<file path="src/rtl/csr_walk_pkg.sv">
`default_nettype none
// ============================================================================
// Package  : csr_walk_pkg
// Brief    : Shared types, target table and pattern helper for the CSR
//            scratchpad walker.
// Revision : 1.0 - initial release
// ============================================================================
package csr_walk_pkg;

    localparam int          NUM_TARGETS_DEF = 5;
    localparam int          TBL_IDX_W       = $clog2(NUM_TARGETS_DEF);
    localparam logic [63:0] PATTERN_DEF     = 64'hA5A5_5A5A_0F0F_F0F0;

    typedef struct packed {
        logic [63:0] addr;
        logic [2:0]  pf;
        logic [10:0] vf;
        logic        vf_active;
    } csr_target_t;

    typedef enum logic [3:0] {
        ST_IDLE  = 4'd0,
        ST_WR0   = 4'd1,
        ST_RD0   = 4'd2,
        ST_WAIT0 = 4'd3,
        ST_WR1   = 4'd4,
        ST_RD1   = 4'd5,
        ST_WAIT1 = 4'd6,
        ST_NEXT  = 4'd7,
        ST_FIN   = 4'd8
    } walk_state_e;

    typedef enum logic [1:0] {
        FC_NONE    = 2'd0,
        FC_DATA    = 2'd1,
        FC_TIMEOUT = 2'd2,
        FC_TAG     = 2'd3
    } fail_code_e;

    // Scratchpad registers: FME, PCIe, VirtIO, HE-LB, PF1 stub. All PF-routed.
    localparam csr_target_t TARGETS [NUM_TARGETS_DEF] = '{
        '{addr: 64'h0000_0000_0000_0028, pf: 3'd0, vf: 11'd0, vf_active: 1'b0},
        '{addr: 64'h0000_0000_0001_0008, pf: 3'd0, vf: 11'd0, vf_active: 1'b0},
        '{addr: 64'h0000_0000_0002_0018, pf: 3'd3, vf: 11'd0, vf_active: 1'b0},
        '{addr: 64'h0000_0000_0000_0100, pf: 3'd2, vf: 11'd0, vf_active: 1'b0},
        '{addr: 64'h0000_0000_0000_0018, pf: 3'd1, vf: 11'd0, vf_active: 1'b0}
    };

    // Out-of-range indices resolve to an all-zero target rather than X.
    function automatic csr_target_t target_at(input logic [7:0] idx);
        if (idx < 8'(NUM_TARGETS_DEF)) begin
            return TARGETS[idx[TBL_IDX_W-1:0]];
        end
        return '0;
    endfunction

    // Base pattern for entry idx; the inverted phase uses its complement.
    function automatic logic [63:0] entry_pattern(input logic [63:0] base,
                                                  input logic [7:0]  idx);
        return base + {56'd0, idx};
    endfunction

endpackage
`default_nettype wire

</file>
<file path="src/rtl/csr_walk_rsp_checker.sv">
`default_nettype none
// ============================================================================
// Module   : csr_walk_rsp_checker
// Brief    : Read-completion checker for the CSR walker: timeout counter,
//            tag match, data compare and first-error capture.
// Revision : 1.0 - initial release
// ============================================================================
module csr_walk_rsp_checker
    import csr_walk_pkg::*;
#(
    parameter int TAG_W          = 8,
    parameter int TIMEOUT_CYCLES = 1024,
    parameter int TIDX_W         = 3
) (
    input  logic              clk,
    input  logic              rst_n,
    input  logic              i_clear,
    input  logic              i_arm,
    input  logic [TAG_W-1:0]  i_arm_tag,
    input  logic [63:0]       i_arm_data,
    input  logic [TIDX_W-1:0] i_arm_idx,
    input  logic              i_waiting,
    input  logic              i_rsp_valid,
    input  logic [TAG_W-1:0]  i_rsp_tag,
    input  logic [63:0]       i_rsp_data,
    output logic              o_resolved,
    output logic              o_error,
    output logic [TIDX_W:0]   o_err_count,
    output logic [TIDX_W-1:0] o_fail_idx,
    output logic [1:0]        o_fail_code,
    output logic [63:0]       o_fail_rdata
);

    localparam int               CNT_W      = $clog2(TIMEOUT_CYCLES + 1);
    localparam logic [CNT_W-1:0] C_CNT_LAST = CNT_W'(TIMEOUT_CYCLES - 1);
    localparam logic [TIDX_W:0]  C_ERR_MAX  = '1;

    logic [CNT_W-1:0]  r_cnt;
    logic [TAG_W-1:0]  r_exp_tag;
    logic [63:0]       r_exp_data;
    logic [TIDX_W-1:0] r_idx;
    logic [TIDX_W:0]   r_err_count;
    logic [TIDX_W-1:0] r_fail_idx;
    fail_code_e        r_fail_code;
    logic [63:0]       r_fail_rdata;

    logic              w_hit;
    logic              w_timeout;
    fail_code_e        w_code;

    // Classify the current wait cycle; a wrong tag outranks a data compare.
    always_comb begin
        w_hit     = i_waiting & i_rsp_valid;
        w_timeout = i_waiting & ~i_rsp_valid & (r_cnt == C_CNT_LAST);
        w_code    = FC_NONE;
        if (w_hit && (i_rsp_tag != r_exp_tag)) begin
            w_code = FC_TAG;
        end else if (w_hit && (i_rsp_data != r_exp_data)) begin
            w_code = FC_DATA;
        end else if (w_timeout) begin
            w_code = FC_TIMEOUT;
        end
    end

    assign o_resolved = w_hit | w_timeout;
    assign o_error    = (w_code != FC_NONE);

    // Latch the outstanding read's tag, expected data and index; run the timer.
    always_ff @(posedge clk) begin
        if (!rst_n) begin
            r_cnt      <= '0;
            r_exp_tag  <= '0;
            r_exp_data <= '0;
            r_idx      <= '0;
        end else if (i_arm) begin
            r_cnt      <= '0;
            r_exp_tag  <= i_arm_tag;
            r_exp_data <= i_arm_data;
            r_idx      <= i_arm_idx;
        end else if (i_waiting && !i_rsp_valid && (r_cnt != C_CNT_LAST)) begin
            r_cnt <= r_cnt + CNT_W'(1);
        end
    end

    // Saturating error count; only the first error of a walk is captured.
    always_ff @(posedge clk) begin
        if (!rst_n || i_clear) begin
            r_err_count  <= '0;
            r_fail_idx   <= '0;
            r_fail_code  <= FC_NONE;
            r_fail_rdata <= '0;
        end else if (o_error) begin
            if (r_err_count != C_ERR_MAX) begin
                r_err_count <= r_err_count + (TIDX_W+1)'(1);
            end
            if (r_err_count == '0) begin
                r_fail_idx   <= r_idx;
                r_fail_code  <= w_code;
                r_fail_rdata <= (w_code == FC_TIMEOUT) ? 64'd0 : i_rsp_data;
            end
        end
    end

    assign o_err_count  = r_err_count;
    assign o_fail_idx   = r_fail_idx;
    assign o_fail_code  = r_fail_code;
    assign o_fail_rdata = r_fail_rdata;

endmodule
`default_nettype wire

</file>
<file path="src/rtl/csr_scratch_walker.sv">
`default_nettype none
// ============================================================================
// Module   : csr_scratch_walker
// Brief    : CSR self-test engine. Walks the scratchpad table, writing and
//            reading back a pattern and its inverse through the MMIO port.
// Revision : 1.0 - initial release
// ============================================================================
module csr_scratch_walker
    import csr_walk_pkg::*;
#(
    parameter int          NUM_TARGETS    = NUM_TARGETS_DEF,
    parameter logic [63:0] PATTERN        = PATTERN_DEF,
    parameter int          TIMEOUT_CYCLES = 1024,
    parameter int          TAG_W          = 8,
    localparam int         TIDX_W         = $clog2(NUM_TARGETS + 1)
) (
    input  logic              clk,
    input  logic              rst_n,
    input  logic              start,
    input  logic              stop_on_fail,
    output logic              req_valid,
    input  logic              req_ready,
    output logic              req_write,
    output logic [63:0]       req_addr,
    output logic [2:0]        req_pf,
    output logic [10:0]       req_vf,
    output logic              req_vf_active,
    output logic [63:0]       req_wdata,
    output logic [TAG_W-1:0]  req_tag,
    input  logic              rsp_valid,
    input  logic [TAG_W-1:0]  rsp_tag,
    input  logic [63:0]       rsp_data,
    output logic              busy,
    output logic              done,
    output logic              pass,
    output logic [TIDX_W:0]   err_count,
    output logic [TIDX_W-1:0] fail_idx,
    output logic [1:0]        fail_code,
    output logic [63:0]       fail_rdata
);

    localparam logic [TIDX_W-1:0] C_IDX_LAST = TIDX_W'(NUM_TARGETS - 1);

    walk_state_e       r_state;
    walk_state_e       w_state_nxt;
    logic [TIDX_W-1:0] r_idx;
    logic              r_stop_on_fail;
    logic [TAG_W-1:0]  r_tag;
    logic              r_pass;

    logic              r_req_valid;
    logic              r_req_write;
    logic [63:0]       r_req_addr;
    logic [2:0]        r_req_pf;
    logic [10:0]       r_req_vf;
    logic              r_req_vf_active;
    logic [63:0]       r_req_wdata;

    logic              w_start;
    logic              w_accept;
    logic              w_req_state;
    logic              w_is_write;
    logic              w_use_p1;
    logic              w_waiting;
    csr_target_t       w_tgt;
    logic [63:0]       w_pattern;
    logic              w_resolved;
    logic              w_error;

    assign w_start     = start & (r_state == ST_IDLE);
    assign w_accept    = r_req_valid & req_ready;
    assign w_is_write  = (r_state == ST_WR0) | (r_state == ST_WR1);
    assign w_req_state = w_is_write | (r_state == ST_RD0) | (r_state == ST_RD1);
    assign w_use_p1    = (r_state == ST_WR1) | (r_state == ST_RD1) | (r_state == ST_WAIT1);
    assign w_waiting   = (r_state == ST_WAIT0) | (r_state == ST_WAIT1);
    assign w_tgt       = target_at(8'(r_idx));
    assign w_pattern   = w_use_p1 ? ~entry_pattern(PATTERN, 8'(r_idx))
                                  :  entry_pattern(PATTERN, 8'(r_idx));

    // State register.
    always_ff @(posedge clk) begin
        if (!rst_n) begin
            r_state <= ST_IDLE;
        end else begin
            r_state <= w_state_nxt;
        end
    end

    // Next-state logic: request phases advance on accept, waits on resolution.
    always_comb begin
        w_state_nxt = r_state;
        case (r_state)
            ST_IDLE:  if (start)      w_state_nxt = ST_WR0;
            ST_WR0:   if (w_accept)   w_state_nxt = ST_RD0;
            ST_RD0:   if (w_accept)   w_state_nxt = ST_WAIT0;
            ST_WAIT0: if (w_resolved) w_state_nxt = (w_error && r_stop_on_fail) ? ST_FIN : ST_WR1;
            ST_WR1:   if (w_accept)   w_state_nxt = ST_RD1;
            ST_RD1:   if (w_accept)   w_state_nxt = ST_WAIT1;
            ST_WAIT1: if (w_resolved) w_state_nxt = (w_error && r_stop_on_fail) ? ST_FIN : ST_NEXT;
            ST_NEXT:  w_state_nxt = (r_idx == C_IDX_LAST) ? ST_FIN : ST_WR0;
            ST_FIN:   w_state_nxt = ST_IDLE;
            default:  w_state_nxt = ST_IDLE;
        endcase
    end

    // Walk context: table index, stop policy latched at start, result flag.
    always_ff @(posedge clk) begin
        if (!rst_n) begin
            r_idx          <= '0;
            r_stop_on_fail <= 1'b0;
            r_pass         <= 1'b0;
        end else if (w_start) begin
            r_idx          <= '0;
            r_stop_on_fail <= stop_on_fail;
            r_pass         <= 1'b0;
        end else begin
            if ((r_state == ST_NEXT) && (r_idx != C_IDX_LAST)) begin
                r_idx <= r_idx + TIDX_W'(1);
            end
            if (r_state == ST_FIN) begin
                r_pass <= (err_count == '0);
            end
        end
    end

    // Request register: loaded one cycle after entering a request state and
    // held unchanged until the handshake completes.
    always_ff @(posedge clk) begin
        if (!rst_n) begin
            r_req_valid     <= 1'b0;
            r_req_write     <= 1'b0;
            r_req_addr      <= '0;
            r_req_pf        <= '0;
            r_req_vf        <= '0;
            r_req_vf_active <= 1'b0;
            r_req_wdata     <= '0;
        end else if (w_req_state && !r_req_valid) begin
            r_req_valid     <= 1'b1;
            r_req_write     <= w_is_write;
            r_req_addr      <= w_tgt.addr;
            r_req_pf        <= w_tgt.pf;
            r_req_vf        <= w_tgt.vf;
            r_req_vf_active <= w_tgt.vf_active;
            r_req_wdata     <= w_is_write ? w_pattern : 64'd0;
        end else if (w_accept) begin
            r_req_valid <= 1'b0;
        end
    end

    // Tag advances on every accepted request, posted writes included.
    always_ff @(posedge clk) begin
        if (!rst_n) begin
            r_tag <= '0;
        end else if (w_accept) begin
            r_tag <= r_tag + TAG_W'(1);
        end
    end

    csr_walk_rsp_checker #(
        .TAG_W          (TAG_W),
        .TIMEOUT_CYCLES (TIMEOUT_CYCLES),
        .TIDX_W         (TIDX_W)
    ) u_rsp_checker (
        .clk          (clk),
        .rst_n        (rst_n),
        .i_clear      (w_start),
        .i_arm        (w_accept & ~r_req_write),
        .i_arm_tag    (r_tag),
        .i_arm_data   (w_pattern),
        .i_arm_idx    (r_idx),
        .i_waiting    (w_waiting),
        .i_rsp_valid  (rsp_valid),
        .i_rsp_tag    (rsp_tag),
        .i_rsp_data   (rsp_data),
        .o_resolved   (w_resolved),
        .o_error      (w_error),
        .o_err_count  (err_count),
        .o_fail_idx   (fail_idx),
        .o_fail_code  (fail_code),
        .o_fail_rdata (fail_rdata)
    );

    assign req_valid     = r_req_valid;
    assign req_write     = r_req_write;
    assign req_addr      = r_req_addr;
    assign req_pf        = r_req_pf;
    assign req_vf        = r_req_vf;
    assign req_vf_active = r_req_vf_active;
    assign req_wdata     = r_req_wdata;
    assign req_tag       = r_tag;
    assign busy          = (r_state != ST_IDLE) && (r_state != ST_FIN);
    assign done          = (r_state == ST_FIN);
    assign pass          = r_pass;

endmodule
`default_nettype wire

</file>
<file path="config.mk">
export PLATFORM = sky130hd
export DESIGN_NAME = csr_scratch_walker
export DESIGN_NICKNAME = d
export VERILOG_FILES = /design/src/rtl/csr_walk_pkg.sv /design/src/rtl/csr_walk_rsp_checker.sv /design/src/rtl/csr_scratch_walker.sv
export SDC_FILE = /design/constraint.sdc
export NUM_CORES = 1
export LEC_CHECK = 0
export BUFFER_PORTS_ARGS = -buffer_cell sky130_fd_sc_hd__buf_2
export CAP_MARGIN = 40
export CORE_MARGIN = 3
export CORE_UTILIZATION = 43
export DETAILED_ROUTE_END_ITERATION = 7
export GPL_TIMING_DRIVEN = 0
export PLACE_DENSITY = 0.78
export SLEW_MARGIN = 5
export SYNTH_ARGS = -nofsm -noshare
export SYNTH_HDL_FRONTEND = slang
export SYNTH_SLANG_ARGS = --single-unit
</file>
<file path="constraint.sdc">
create_clock -name clk -period 2.5 [get_ports clk]
set_input_delay 0.5 -clock clk [delete_from_list [all_inputs] [get_ports clk]]
set_output_delay 0.5 -clock clk [all_outputs]
set_load 0.02 [all_outputs]
</file>
Word level (Yosys, flattened, before mapping) --
Memory sizes are Yosys's and may differ from the RTL's. Index checks and enable logic that the tools add are counted.
Storage, ports and cells: flip-flop bits (word level) 321, ROM bits 632, bits of input ports 78, output and inout bits 229, word-level logic and storage cells 116, memories 1
Operators by class: add/sub/neg operators 5, $lt $le $gt $ge 2, equality and inequality tests 24, mux-type cells 24, bitwise logic cells 18, reductions and logical operators 22
Memories:
- (name not given) | words 8, bits a word 79, rd ports 1, clocked after memory_dff 0, write ports 0, RTL line csr_walk_pkg.sv:52 | return TARGETS[idx[TBL_IDX_W-1:0]];
Operators by type and width (count):
- 2-to-1 mux 79 bit | 4
- 2-to-1 mux 64 bit | 3
- adder 64 x 3 -> 64 bit, first input constant | 1
- inequality test 64 bit | 1
- inverter 64 bit | 1
- 2-to-1 mux 4 bit | 10
- case mux 4 bit (8 select lines) | 1
- equality test 4 x 3 -> 1 bit, second input constant | 4
- adder 11 x 1 -> 11 bit, second input constant | 1
- equality test 11 x 10 -> 1 bit, second input constant | 1
- inequality test 11 x 10 -> 1 bit, second input constant | 1
- inequality test 2 bit, second input constant | 5
- adder 8 x 1 -> 8 bit, second input constant | 1
- equality test 4 x 2 -> 1 bit, second input constant | 2
- logical AND 1 bit | 8
- zero test 4 bit | 2
- inequality test 4 bit, second input constant | 2
- inequality test 8 bit | 1
- bitwise OR 1 bit | 7
- AND reduction 7 bit | 1
- AND 1 bit | 6
- 2-to-1 mux 2 bit | 3
- adder 4 x 1 -> 4 bit, second input constant | 1
- equality test 4 x 1 -> 1 bit, second input constant | 1
- 17 further kinds | 27

Depth between registers and ports, before layout --
word-level depth 12, gate-level depth with buffers 10

Cells and area by module --
Synthesis repeated with hierarchy kept, for this count alone.
Unflattened totals: cell total of the unflattened synthesis 918, area, all modules 9123.8 µm²
By module, submodules not included:
- csr_walk_rsp_checker | times used 1, cells each 591, area each 6525.0 µm², sequential area each 3183.1 µm²
- csr_scratch_walker | times used 1, cells each 327, area each 2598.7 µm², sequential area each 620.6 µm²

Least setup slack after synthesis --
No wires, ideal clock.
kind input port to flip-flop, start in rsp_data[10], end reg u_rsp_checker.r_fail_rdata[10] (netlist: u_rsp_checker.o_fail_rdata[10]), library setup time 0.117 ns, arrival time 2.472 ns, data required time 2.383 ns, path slack -0.089 ns, stages on the path 9, path buffers 2, cells stage by stage or4_1 > nor4_1 > o22ai_1 > nor4_4 > o21ai_1 > and3_1 > buf_4 > buf_6 > a22o_1
On the way: longest elaborated chain between the ends 6
Ends and longest elaborated chain:
- start: declaration | RTL line csr_scratch_walker.sv:32 | input logic [63:0] rsp_data,
- inequality test 64 bit | RTL line csr_walk_rsp_checker.sv:58 | end else if (w_hit && (i_rsp_data != r_exp_data)) begin
- logical AND 1 bit | RTL line csr_walk_rsp_checker.sv:58
- 2-to-1 mux 2 bit | RTL line csr_walk_rsp_checker.sv:58
- 2-to-1 mux 2 bit | RTL line csr_walk_rsp_checker.sv:56 | if (w_hit && (i_rsp_tag != r_exp_tag)) begin
- equality test 2 bit / nonzero test 2 bit (equally long branches) | RTL line csr_walk_rsp_checker.sv:99, csr_walk_rsp_checker.sv:66
- 2-to-1 mux 64 bit / AND reduction 2 bit (equally long branches)
- end signal: assignment | RTL line csr_walk_rsp_checker.sv:99 | r_fail_rdata <= (w_code == FC_TIMEOUT) ? 64'd0 : i_rsp_data;
- end: declaration | RTL line csr_walk_rsp_checker.sv:45 | logic [63:0] r_fail_rdata;
Parallel ways exist; a longest one is shown, timed or not. A chain may end at the register's enable or synchronous reset.

Final worst setup path --
start reg u_rsp_checker.r_exp_data[62], end reg u_rsp_checker.r_fail_rdata[47] (netlist: u_rsp_checker.o_fail_rdata[47])
On the way: longest elaborated chain between the ends 6
Ends and longest elaborated chain:
- start: declaration | RTL line csr_walk_rsp_checker.sv:40 | logic [63:0] r_exp_data;
- start signal: assignment | RTL line csr_walk_rsp_checker.sv:78 | r_exp_data <= i_arm_data;
- inequality test 64 bit * | RTL line csr_walk_rsp_checker.sv:58
- logical AND 1 bit * | RTL line csr_walk_rsp_checker.sv:58
- 2-to-1 mux 2 bit * | RTL line csr_walk_rsp_checker.sv:58
- 2-to-1 mux 2 bit * | RTL line csr_walk_rsp_checker.sv:56
- equality test 2 bit / nonzero test 2 bit (equally long branches) | RTL line csr_walk_rsp_checker.sv:99, csr_walk_rsp_checker.sv:66
- 2-to-1 mux 64 bit / AND reduction 2 bit (equally long branches)
Mark *: on every way between the ends. The rest lies on a longest branch, timed or not.

==> summary.md <==
| Metric | Value |
|---|---|
| Fin util | `0.626` |
| Pre-CTS setup slack | `-764 ps` |
| Peak supply drop | `0.708 mV` |
| Slew Limit Headroom | `0.606` |
| H-tree levels | `4` |
| Reg2Reg Setup Slack | `-230 ps` |
| NumNets Final | `1120` |
| Worst EP required | `2860 ps` |
| RSZ-0062 raised after global routing | `yes` |
| Worst flop-to-flop path endpoint | `u_rsp_checker.o_fail_rdata[47]$_SDFFE_PP0P_` |
| Worst hold-check path type | `primary input to register` |
| Worst skew pair latency | `420 ps` |
| # port buffers | `between 200 and 250` |
| Avg Cell Area, Syn | `between 9 and 10 µm²` |
| DRC | `0` |
| Number of diodes | `0` |
| Antenna-violating nets left | `0` |
| Total gr overflow | `0` |
| Die span in y | `130 µm` |
| Synth-to-Final Area Change | `40.6%` |
| Syn Inst Count | `between 600 and 700` |
| Synth warn | `0` |
| WHS Path Cells | `2` |
| Initial DRC count | `256` |
| Top-Level Pins | `307` |
| Hold worst-path end | `u_rsp_checker.o_fail_rdata[23]$_SDFFE_PP0P_` |
| Clock Skew | `between 10 and 15 ps` |
| Final Max Slew Viols | `0` |
| Via count | `5923` |
| Crit Path Class | `register to register` |
| Most common flop cell mapped by yosys | `dfxtp_1` |
| RR Startpoint | `u_rsp_checker.r_exp_data[62]$_SDFFE_PN0P_` |
| Max-cap violations | `0` |
| Cell Rows | `44` |
| Register area share after synthesis | `0.399` |
| 1st-pass router iterations | `5` |
| Layout cells sized above 1 | `0.432` |
| Crit share post-route | `1.09` |
| Initial core utilization | `0.445` |
| Vias in the first global route | `between 5000 and 6000` |
| Ys async rst share | `0` |
| Clk buf depth | `2` |
| Die ar. | `approximately 0.017 mm²` |
| Mapped Area | `0.00657 mm²` |
| PnR worst setup slack | `-233 ps` |
| Post-synth EDFFs | `0` |
| Crit path capture type | `register` |
| Chip Width | `130 µm` |
| Hold Violations, Final | `0` |
| Vias/cell | `4.82` |
| Worst Path Arrival | `3090 ps` |
| Final HPWL DP | `14100 µm` |
| CTS tree | `done` |
| Seq cells post-synth | `131` |
| Failing checks | `negative setup slack` |
| Peak Freq | `366 MHz` |
| Core footprint | `0.0148 mm²` |
| Root Driver | `clkbuf_16` |
| Status | `complete, but fails checks` |
| Clk sinks | `131` |
| Final Wtd Congestion | `0.866` |
| Worst-path clk slew | `60 ps` |
| Power per cell area | `886 mW/mm²` |
| Hold Startpoint | `rsp_data[23]` |
| Critical Path Fanout Max | `10` |
| GRT Util Overall | `0.218` |
| Fill cell count | `1217` |
| Tmin final | `approximately 2700 ps` |
| Clock buffer count from CTS | `17` |
| Final WL | `between 15000 and 20000 µm` |
| Distinct cell type count of the synthesized netlist | `55` |
| Final setup violation count | `a little over 70` |
| Worst-case reg-to-reg path depth | `11` |
| Initial antenna violation count | `1` |
| Startpoint types | `register` |
| Mean routed wirelength per cell | `15.5 µm` |
| Largest net degree at the start of global routing | `33` |
| Worst-margin pin slew | `between 500 and 600 ps` |
| First-pass GRT wire length | `28700 µm` |
| Pleak | `4.74 nW` |
==> timing repair <==
item                       4_1_cts  5_1_grt
hold buffers                     0        0
resized for setup               39        5
setup endpoints to repair       77       75
pin swaps                       41        7
gates cloned                     3        0
setup buffers                   11        1
==> routing by layer <==
metal / vias to the layer above / wire [µm] / GRT usage
met5: - / 13 / 0
met4: 4 / 548 / 0.0880
met3: 34 / 1620 / 0.0697
met2: 260 / 9460 / 0.388
met1: 2687 / 7450 / 0.240
li1: 2938 / - / -
==> registers in the layout, indices dropped and copies added (netlist names), 5 cells and up <==
register and flops:
req_wdata 5, req_addr 6, u_rsp_checker.r_exp_data 5, u_rsp_checker.r_cnt 11
u_rsp_checker.r_exp_tag 8, req_tag 8, u_rsp_checker.o_fail_rdata 64
==> where the power goes <==
part | total, mW | switching (mW) | internal (mW)
logic | 3.33 | 1.90 | 1.43
clock network | 2.48 | 0.935 | 1.54
registers | 2.38 | 0.128 | 2.25
total | 8.19 | 2.96 | 5.23
==> cells in the final DEF, fill, tap and decap left out, drive strengths merged, types with 14 or more instances in the layout <==
cell type | Yosys | routed
buf | 146 | 398
dfxtp | 131 | 131
conb | 1 | 71
nand2 | 65 | 65
a22o | 65 | 65
clkbuf | 14 | 34
nor2 | 25 | 25
nand4 | 23 | 23
mux2i | 19 | 19
xor2 | 18 | 18
a21boi | 16 | 16
o21ai | 15 | 15
and2 | 14 | 14
==> area by class of cell <==
class | instances | area (µm²) | area share
Inverter | 8 | 30.0 | 0.00325
Sequential cell | 131 | 2630 | 0.285
Clock inverter | 11 | 128 | 0.0138
Tap cell | 184 | 230 | 0.0249
Clock buffer | 20 | 467 | 0.0505
Buffer | 160 | 1240 | 0.134
Multi-Input combinational cell | 462 | 3100 | 0.336
Timing Repair Buffer | 252 | 1410 | 0.153
==> cells by family (layout without fill, tap and decap cells) <==
kind of cell,Yosys count,after routing,synth area share
compound gates,133,133,0.160
xor+xnor,31,31,0.0413
fa+ha+maj,10,10,0.0191
buf+inv,168,451,0.189
flops,131,131,0.399
mux,19,19,0.0290
other cells,1,71,0.000571
simple gates,198,198,0.162
==> synthesized netlist by cell type (all sizes together), types with 2 or more instances <==
cell type  number  share of area
inv             8         0.0046
a21oi          13          0.012
nor2b           8         0.0076
and3            8         0.0076
clkbuf         14         0.0080
o211a           3         0.0046
a21boi         16          0.018
buf           146           0.18
nand3b          3         0.0034
mux2i          19          0.029
nand2b          5         0.0048
nand4          23          0.022
o21a            4         0.0046
dfxtp         131           0.40
nor3b           5         0.0057
o211ai          4         0.0046
xnor2          13          0.017
and4            3         0.0040
nor4            6         0.0080
o21ai          15          0.013
nor2           25          0.014
a22o           65          0.087
nand3           5         0.0038
ha             10          0.019
and2           14          0.013
or3             3         0.0029
nand2          65          0.037
or4            12          0.014
xor2           18          0.024
o31ai           2         0.0023
nor4bb          2         0.0030
nor3            8         0.0061
==> how the worst max path moves through the flow <==
stage                     slack, ps                                      start  depth (start not counted)                                          end
final                          -230  u_rsp_checker.r_exp_data[62]$_SDFFE_PN0P_                         11  u_rsp_checker.o_fail_rdata[47]$_SDFFE_PP0P_
after floorplan                  -3                               rsp_data[41]                          9  u_rsp_checker.o_fail_rdata[10]$_SDFFE_PP0P_
after global placement         -780  u_rsp_checker.r_exp_data[62]$_SDFFE_PN0P_                          9  u_rsp_checker.o_fail_rdata[18]$_SDFFE_PP0P_
after detailed placement       -760  u_rsp_checker.r_exp_data[62]$_SDFFE_PN0P_                          9  u_rsp_checker.o_fail_rdata[14]$_SDFFE_PP0P_
after global routing           -400  u_rsp_checker.r_exp_data[61]$_SDFFE_PN0P_                         11  u_rsp_checker.o_fail_rdata[13]$_SDFFE_PP0P_
after CTS                      -230  u_rsp_checker.r_exp_data[61]$_SDFFE_PN0P_                         12  u_rsp_checker.o_fail_rdata[27]$_SDFFE_PP0P_
==> stage by stage <==
step                      hold slack [ps]  area [µm²]  total power, mW  std cells  TNS, ps
final                                 315        9240             8.19       1228   -14560
after global routing                  309        9240             8.61       1228   -25850
after CTS                             306        9220             8.22       1228   -12820
after detailed placement              452        8280             5.44       1183   -47630
after global placement                447        8240             5.39       1180   -50260
after floorplan                       435        6830             4.59        761     -199
==> worst max-delay path, stage by stage (launching register included) <==
cell and delay, ps:
dfxtp_4 350, buf_6 120, or4_4 550, mux2i_4 170
nand4_1 170, nor4_4 390, buf_4 190, o21ai_4 70
a21oi_4 180, buf_12 180, buf_8 140, a22o_1 150
(Power assumes the default switching activity.)
